File: src/rtl/game_pkg.sv
// Shared encodings for the memory-game front end.
// FSM states and small helpers used by player_input_capture.
package game_pkg;

  localparam logic [1:0] S_Idle    = 2'd0;
  localparam logic [1:0] S_PressDb = 2'd1;
  localparam logic [1:0] S_Held    = 2'd2;
  localparam logic [1:0] S_RelDb   = 2'd3;

  localparam logic [4:0] PRESS_MAX = 5'd31;

  function automatic logic [4:0] sat_inc5(input logic [4:0] v);
    return (v == PRESS_MAX) ? v : v + 5'd1;
  endfunction

endpackage

File: src/rtl/sync2.sv
// Two-flop synchroniser for asynchronous board inputs.
// Reset loads RST_VAL into both stages.
module sync2 #(
  parameter int         W       = 1,
  parameter logic [W-1:0] RST_VAL = '0
) (
  input  logic         clk_i,
  input  logic         rst_ni,
  input  logic [W-1:0] d_i,
  output logic [W-1:0] q_o
);

  logic [W-1:0] s1_q;
  logic [W-1:0] s2_q;

  always_ff @(posedge clk_i) begin
    if (!rst_ni) begin
      s1_q <= RST_VAL;
      s2_q <= RST_VAL;
    end else begin
      s1_q <= d_i;
      s2_q <= s1_q;
    end
  end

  assign q_o = s2_q;

endmodule

File: src/rtl/player_input_capture.sv
// Debounced push-button capture producing one p_button pulse per press,
// with the switch digit latched on p_input at the accepted press.
module player_input_capture
  import game_pkg::*;
#(
  parameter int DEBOUNCE_CYCLES = 500000,
  parameter int CNT_W           = 19
) (
  input  logic       Clk,
  input  logic       Rst,
  input  logic       button_n,
  input  logic [3:0] sw_in,
  input  logic       arm,
  output logic       p_button,
  output logic [3:0] p_input,
  output logic [4:0] press_cnt,
  output logic       busy
);

  localparam logic [CNT_W-1:0] CNT_MAX = CNT_W'(DEBOUNCE_CYCLES - 1);

  logic       btn_s;
  logic [3:0] sw_s;

  sync2 #(.W(1), .RST_VAL(1'b1)) u_sync_btn (
    .clk_i  (Clk),
    .rst_ni (Rst),
    .d_i    (button_n),
    .q_o    (btn_s)
  );

  sync2 #(.W(4), .RST_VAL(4'h0)) u_sync_sw (
    .clk_i  (Clk),
    .rst_ni (Rst),
    .d_i    (sw_in),
    .q_o    (sw_s)
  );

  logic [1:0]       state_q, state_d;
  logic [CNT_W-1:0] cnt_q, cnt_d;
  logic             pb_q, pb_d;
  logic [3:0]       pin_q, pin_d;
  logic [4:0]       pcnt_q, pcnt_d;
  logic             commit;

  always_comb begin
    state_d = state_q;
    cnt_d   = cnt_q;
    commit  = 1'b0;
    unique case (state_q)
      S_Idle: begin
        if (!btn_s) begin
          state_d = S_PressDb;
          cnt_d   = '0;
        end
      end
      S_PressDb: begin
        if (btn_s) begin
          state_d = S_Idle;
        end else if (cnt_q == CNT_MAX) begin
          state_d = S_Held;
          commit  = 1'b1;
        end else begin
          cnt_d = cnt_q + 1'b1;
        end
      end
      S_Held: begin
        if (btn_s) begin
          state_d = S_RelDb;
          cnt_d   = '0;
        end
      end
      S_RelDb: begin
        if (!btn_s) begin
          state_d = S_Held;
        end else if (cnt_q == CNT_MAX) begin
          state_d = S_Idle;
        end else begin
          cnt_d = cnt_q + 1'b1;
        end
      end
      default: state_d = S_Idle;
    endcase
  end

  // Pulse is rebuilt every cycle so it can only be high on the commit edge.
  always_comb begin
    pb_d   = 1'b0;
    pin_d  = pin_q;
    pcnt_d = pcnt_q;
    if (commit) begin
      pin_d = sw_s;
      if (arm) begin
        pb_d   = 1'b1;
        pcnt_d = sat_inc5(pcnt_q);
      end
    end
  end

  always_ff @(posedge Clk) begin
    if (!Rst) begin
      state_q <= S_Idle;
      cnt_q   <= '0;
      pb_q    <= 1'b0;
      pin_q   <= 4'h0;
      pcnt_q  <= 5'd0;
    end else begin
      state_q <= state_d;
      cnt_q   <= cnt_d;
      pb_q    <= pb_d;
      pin_q   <= pin_d;
      pcnt_q  <= pcnt_d;
    end
  end

  assign p_button  = pb_q;
  assign p_input   = pin_q;
  assign press_cnt = pcnt_q;
  assign busy      = (state_q != S_Idle);

endmodule

File: config.mk
export PLATFORM = sky130hd
export DESIGN_NAME = player_input_capture
export DESIGN_NICKNAME = d
export VERILOG_FILES = /design/src/rtl/game_pkg.sv /design/src/rtl/sync2.sv /design/src/rtl/player_input_capture.sv
export SDC_FILE = /design/constraint.sdc
export NUM_CORES = 1
export LEC_CHECK = 0
export CORE_AREA = 2 2 62 64
export CTS_CLUSTER_DIAMETER = 60
export DETAILED_ROUTE_END_ITERATION = 16
export DIE_AREA = 0 0 64 66
export HOLD_SLACK_MARGIN = 0.02
export PLACE_DENSITY = 0.85
export SYNTH_ARGS = -nofsm -noshare
export SYNTH_HDL_FRONTEND = slang
export SYNTH_SLANG_ARGS = --single-unit
File: constraint.sdc
create_clock -name Clk -period 3.1 [get_ports Clk]
set_input_delay 0.62 -clock Clk [delete_from_list [all_inputs] [get_ports Clk]]
set_output_delay 0.62 -clock Clk [all_outputs]
set_load 0.01 [all_outputs]
Yosys cells after proc, flatten, opt, wreduce, memory -nomap -nowiden
Cells that the tools add are included.
{"block": "totals", "out_inout_bits": 11, "inputBits": 8, "wordCells": 46, "ff_bits": 41}
{"block": "classes", "n_eq_ne": 11, "addsub": 2, "mux": 17, "n_bitwise": 1, "reduce_logical": 6}
{"op": "19-bit two-way mux", "n": 5}
{"op": "19-bit case mux with 4 select lines", "n": 1}
{"op": "19-bit by 1-bit adder with 19-bit output (second input constant)", "n": 1}
{"op": "19-bit == test (second input constant)", "n": 1}
{"op": "2-bit two-way mux", "n": 6}
{"op": "2-bit case mux with 4 select lines", "n": 1}
{"op": "4-bit AND reduction", "n": 2}
{"op": "5-bit by 1-bit adder with 5-bit output (second input constant)", "n": 1}
{"op": "5-bit == test (second input constant)", "n": 1}
{"op": "2-bit == test (second input constant)", "n": 2}
{"op": "1-bit two-way mux", "n": 4}
{"op": "2-bit by 1-bit != test with 1-bit output (second input constant)", "n": 2}
{"op": "2-bit != test (second input constant)", "n": 2}
{"op": "3-bit by 2-bit != test with 1-bit output (second input constant)", "n": 1}
{"op": "3-bit != test (second input constant)", "n": 1}
{"op": "3-bit AND reduction", "n": 1}
{"op": "2-bit by 1-bit == test with 1-bit output (second input constant)", "n": 1}
{"op": "2-bit zero test", "n": 1}
{"op": "2-bit AND reduction", "n": 1}
{"op": "2-bit nonzero test", "n": 1}
{"op": "1-bit inverter", "n": 1}

Depth between registers and ports, before layout
{"block": "logic_depth", "ltp_word": 5, "ltp_mapped": 7, "ltp_nobuf": 7}

By module
Synthesis repeated with hierarchy kept, for this count alone.
{"block": "hier_totals", "hier_cells": 224, "hier_area_um2": 1965.6}
{"module": "player_input_capture", "cells_each": 204, "seq_area_each_um2": 620.6, "instances": 1, "area_per_inst_um2": 1702.9}
{"module": "sync2 at u_sync_sw", "cells_each": 16, "seq_area_each_um2": 160.2, "instances": 1, "area_per_inst_um2": 210.2}
{"module": "sync2 at u_sync_btn", "cells_each": 4, "seq_area_each_um2": 40.0, "instances": 1, "area_per_inst_um2": 52.6}

Least setup slack after synthesis
Ideal clock, no wire load.
{"block": "synth_timing", "kind": "reg-to-reg", "startpoint": "register pcnt_q[0], in the netlist press_cnt[0]", "endpoint": "register pcnt_q[3], in the netlist press_cnt[3]", "synth_period_minus_slack_ns": 2.463, "stages_incl_launch_ff": 8, "arrival_ns": 2.328, "required_ns": 2.965, "path_buffers": 0, "setup_time_ns": 0.135, "slack_ns": 0.637, "path_cell_list": "dfxtp_1 ha_1 and3_1 ha_1 or4b_2 or4_4 o311ai_0 o41ai_1"}
{"block": "synth_between", "elab_chain_cells": 3, "word_cells_on_any_way": 4, "classes_between": "add/sub (1); eq/ne (1); bitwise (1); reduce/logical (1)"}
{"element": "start: declaration", "line_no": "player_input_capture.sv:43", "rtl": "logic [4:0] pcnt_q, pcnt_d;"}
{"element": "start signal: assignment", "line_no": "player_input_capture.sv:112", "rtl": "pcnt_q <= pcnt_d;"}
{"element": "branches (longest 3 deep; another with 5-bit by 1-bit adder with 5-bit output)"}
Several ways; the timed one is not identified.
A chain may end at the register's enable or synchronous reset.

Final worst setup path
Ends and elaborated chain as after synthesis.

==> results.md <==
- Worst Path Arrival: 2.82 ns
- Max Cap Violations: 0
- Max FO, Critical Path: 6
- Initial antenna violation count: 0
- Slew HR: 66.0%
- Path type of the worst setup path: register to register
- Core ar.: 3550 um^2
- Post-synth EDFFs: 0
- Outcome: complete, no violations
- TritonCTS buffer count: 5
- Hold buffer count at CTS: 0
- Placer Congestion: 0.813
- ANT cells: 0
- Fmax achieved: 386 MHz
- Critical Path Start Type: register
- Static Leak: 0.766 nW
- Y dimension of the die: 66 um
- Hold WC Path Type: register to register
- Post-CTS Resized: 0
- Worst Hold Slack: 0.441 ns
- Syn_nets: 219
- Final Max Slew Viols: 0
- CP required: 3.33 ns
- Synth-to-Final Area Change: 16.8%
- Initial Util: 52.3%
- Setup-failing EPs final: 0
- # port buffers: 18
- Largest net degree at the start of global routing: 18
- Post CTS Setup Buffer Count: 0
- First-pass detailed-route iteration total: 4
- Sequential-to-total area share from yosys stat: 44.2%
- CP dominant cell by count: ha_1
- Mapped Avg Cell Area: 8.93 um^2
- Max IR drop VDD: 0.235 mV
- Fraction of registers with async set/reset: 0%
- Final Non-Filler Cells: 277
- Total global routing overflow: 0
- Total global-route track usage: 19.8%
- Die Wd: 64 um
- Final number of hold-violating endpoints: 0
- Number of placed cells counting well taps: 269
- Synth top area cells: dfxtp_1 44%, a21oi_1 4.8%, nand2_1 4.6%
- Io pins: 19
- Longest Clk Path Bufs: 2
- TritonCTS clock tree: built
- Period Utilization, post-route: 83.6%
- Post-Synthesis Cell Area: 1860 um^2
- Critical Path, Cell by Cell: ha_1 -> and3_1 -> ha_1 -> or4b_2 -> or4_4 -> o311ai_0 -> o41ai_1
- Post-layout min period: 2.59 ns
- Vias: 1620
- Detailed-route wire length per cell: 13.5 um
- H-tree depth: 2
- Max incr delay on CP: 0.62 ns
- Cells after Synth: 208
- Synth Register Bits: 41
- Final Skew: 0.00947 ns
- Via density: 5.85
- Clock sink count: 41
- Top cell type by total area after synthesis: dfxtp_1
- RSZ-0062 raised after global routing: false
- Post-synth top flop: dfxtp_1
- Post-synth top area share: 44.2%
- Nets: 239
- Total Wirelength: 3730 um
- Clock latency on the worst-skew pair: 0.34 ns
- Vias in the first global route: 1449
- Power density cells: 402 nW/um^2
- Detailed Place HPWL: 2650 um
- Worst-path clk slew: 0.12 ns
- Setup Total Neg Slack: 0 ns
- Post-synthesis cell type count: 35
- Synth Warn #: 0
- Critical Path Slowest Stage Cell: or4b_2
- Final ANT Viol Nets: 0
- Clock Tree Root: clkbuf_4
- First-pass GRT wire length: 6650 um
- DRC viols: 0
- Worst-Margin Slew: 0.508 ns
- 1st-iter DRT viols: 73
- Die ar.: 4220 um^2
- Cell row count: 22
- Critical Path Sink Type: register
- Share of cells above drive strength 1: 7.86%
==> critical path, delay by kind of cell (launching register included) <==
kind	cells	cell delay, ns
AO/OA/AOI/OAI	2	0.44
adder cells (fa/ha/maj)	2	0.39
flip-flops	1	0.36
AND/OR/NAND/NOR	3	1.28
==> state kept, by name, summed over array words and instances (netlist names), named ones only <==
| signal | flops |
|---|---|
| cnt_q | 19 |
| press_cnt | 5 |
| p_input | 4 |
| u_sync_sw.q_o | 4 |
| u_sync_sw.s1_q | 4 |
| p_button | 1 |
| state_q | 1 |
| u_sync_btn.q_o | 1 |
| u_sync_btn.s1_q | 1 |
==> area by class of cell <==
type | count | area [um^2]
clock buffers | 7 | 65.1
repair buffers | 24 | 225
clock inverters | 1 | 5.00
fillers | 282 | 1380
flip-flops and latches | 41 | 821
well taps | 48 | 60.1
inverters | 4 | 15.0
multi-input cells | 152 | 978
==> per-stage QoR <==
stage / utilization (%) / power [mW] / setup slack, ns / instance area, um^2
after global routing: 61.1 / 0.910 / 0.404 / 2170
after detailed placement: 59.1 / 0.587 / 0.538 / 2100
final: 61.1 / 0.872 / 0.510 / 2170
after floorplan: - / 0.568 / 0.637 / 1860
after CTS: 61.1 / 0.876 / 0.505 / 2170
after global placement: 59.1 / 0.585 / 0.618 / 2100
==> Yosys cell counts, drive strengths merged, types with 2 or more instances <==
| library cell | number |
|---|---|
| nand2b | 7 |
| a21oi | 18 |
| o21ai | 12 |
| ha | 3 |
| nand2 | 23 |
| inv | 4 |
| or4 | 5 |
| o41ai | 5 |
| a2111o | 6 |
| o311ai | 5 |
| nand4 | 7 |
| nand3 | 13 |
| xor2 | 3 |
| or3 | 3 |
| o31ai | 4 |
| and3 | 3 |
| dfxtp | 41 |
| and4 | 4 |
| clkbuf | 9 |
| or4b | 2 |
| buf | 2 |
| mux2i | 5 |
| nor2 | 5 |
| a311oi | 2 |
| and2 | 9 |
==> final timing paths <==
path                   to  cells after the start        startpoint  slack, ns
max reg2reg  press_cnt[3]                      7      press_cnt[0]       0.51
min            p_input[2]                      2  u_sync_sw.q_o[2]       0.44
min reg2reg    p_input[2]                      2  u_sync_sw.q_o[2]       0.44
max          press_cnt[3]                      7      press_cnt[0]       0.51
==> cells in the final DEF (no fill, tap or decap), drive strengths merged, types with 7 or more instances in the layout <==
| cell type | n |
|---|---|
| nand2 | 23 |
| clkbuf | 7 |
| nand4 | 7 |
| clkdlybuf4s50 | 18 |
| a21oi | 18 |
| nand2b | 7 |
| nand3 | 13 |
| and2 | 9 |
| o21ai | 12 |
| dfxtp | 41 |
==> where the power goes <==
group / switching (mW) / total, mW / internal, mW
logic: 0.0211 / 0.0394 / 0.0183
clock network: 0.165 / 0.296 / 0.132
registers: 0.00284 / 0.536 / 0.533
total: 0.189 / 0.872 / 0.683
==> per-layer routing <==
metal	GRT usage, %	vias to the layer above	part of all wire (%)
li1	-	828	-
met1	26.2	750	48
met2	31.4	39	47
met3	4.60	3	4.8
met4	7.34	0	0.56
met5	0	-	0
==> logic make-up after synthesis <==
family / count (synthesis) / synth area share (%)
AO/OA/AOI/OAI: 54 / 19.7
multiplexers: 5 / 2.69
flip-flops: 41 / 44.2
buffers and inverters: 15 / 3.16
adder cells (fa/ha/maj): 3 / 2.02
AND/OR/NAND/NOR: 86 / 26.3
XOR/XNOR: 4 / 1.89
Power figures use the tool's default switching activity.
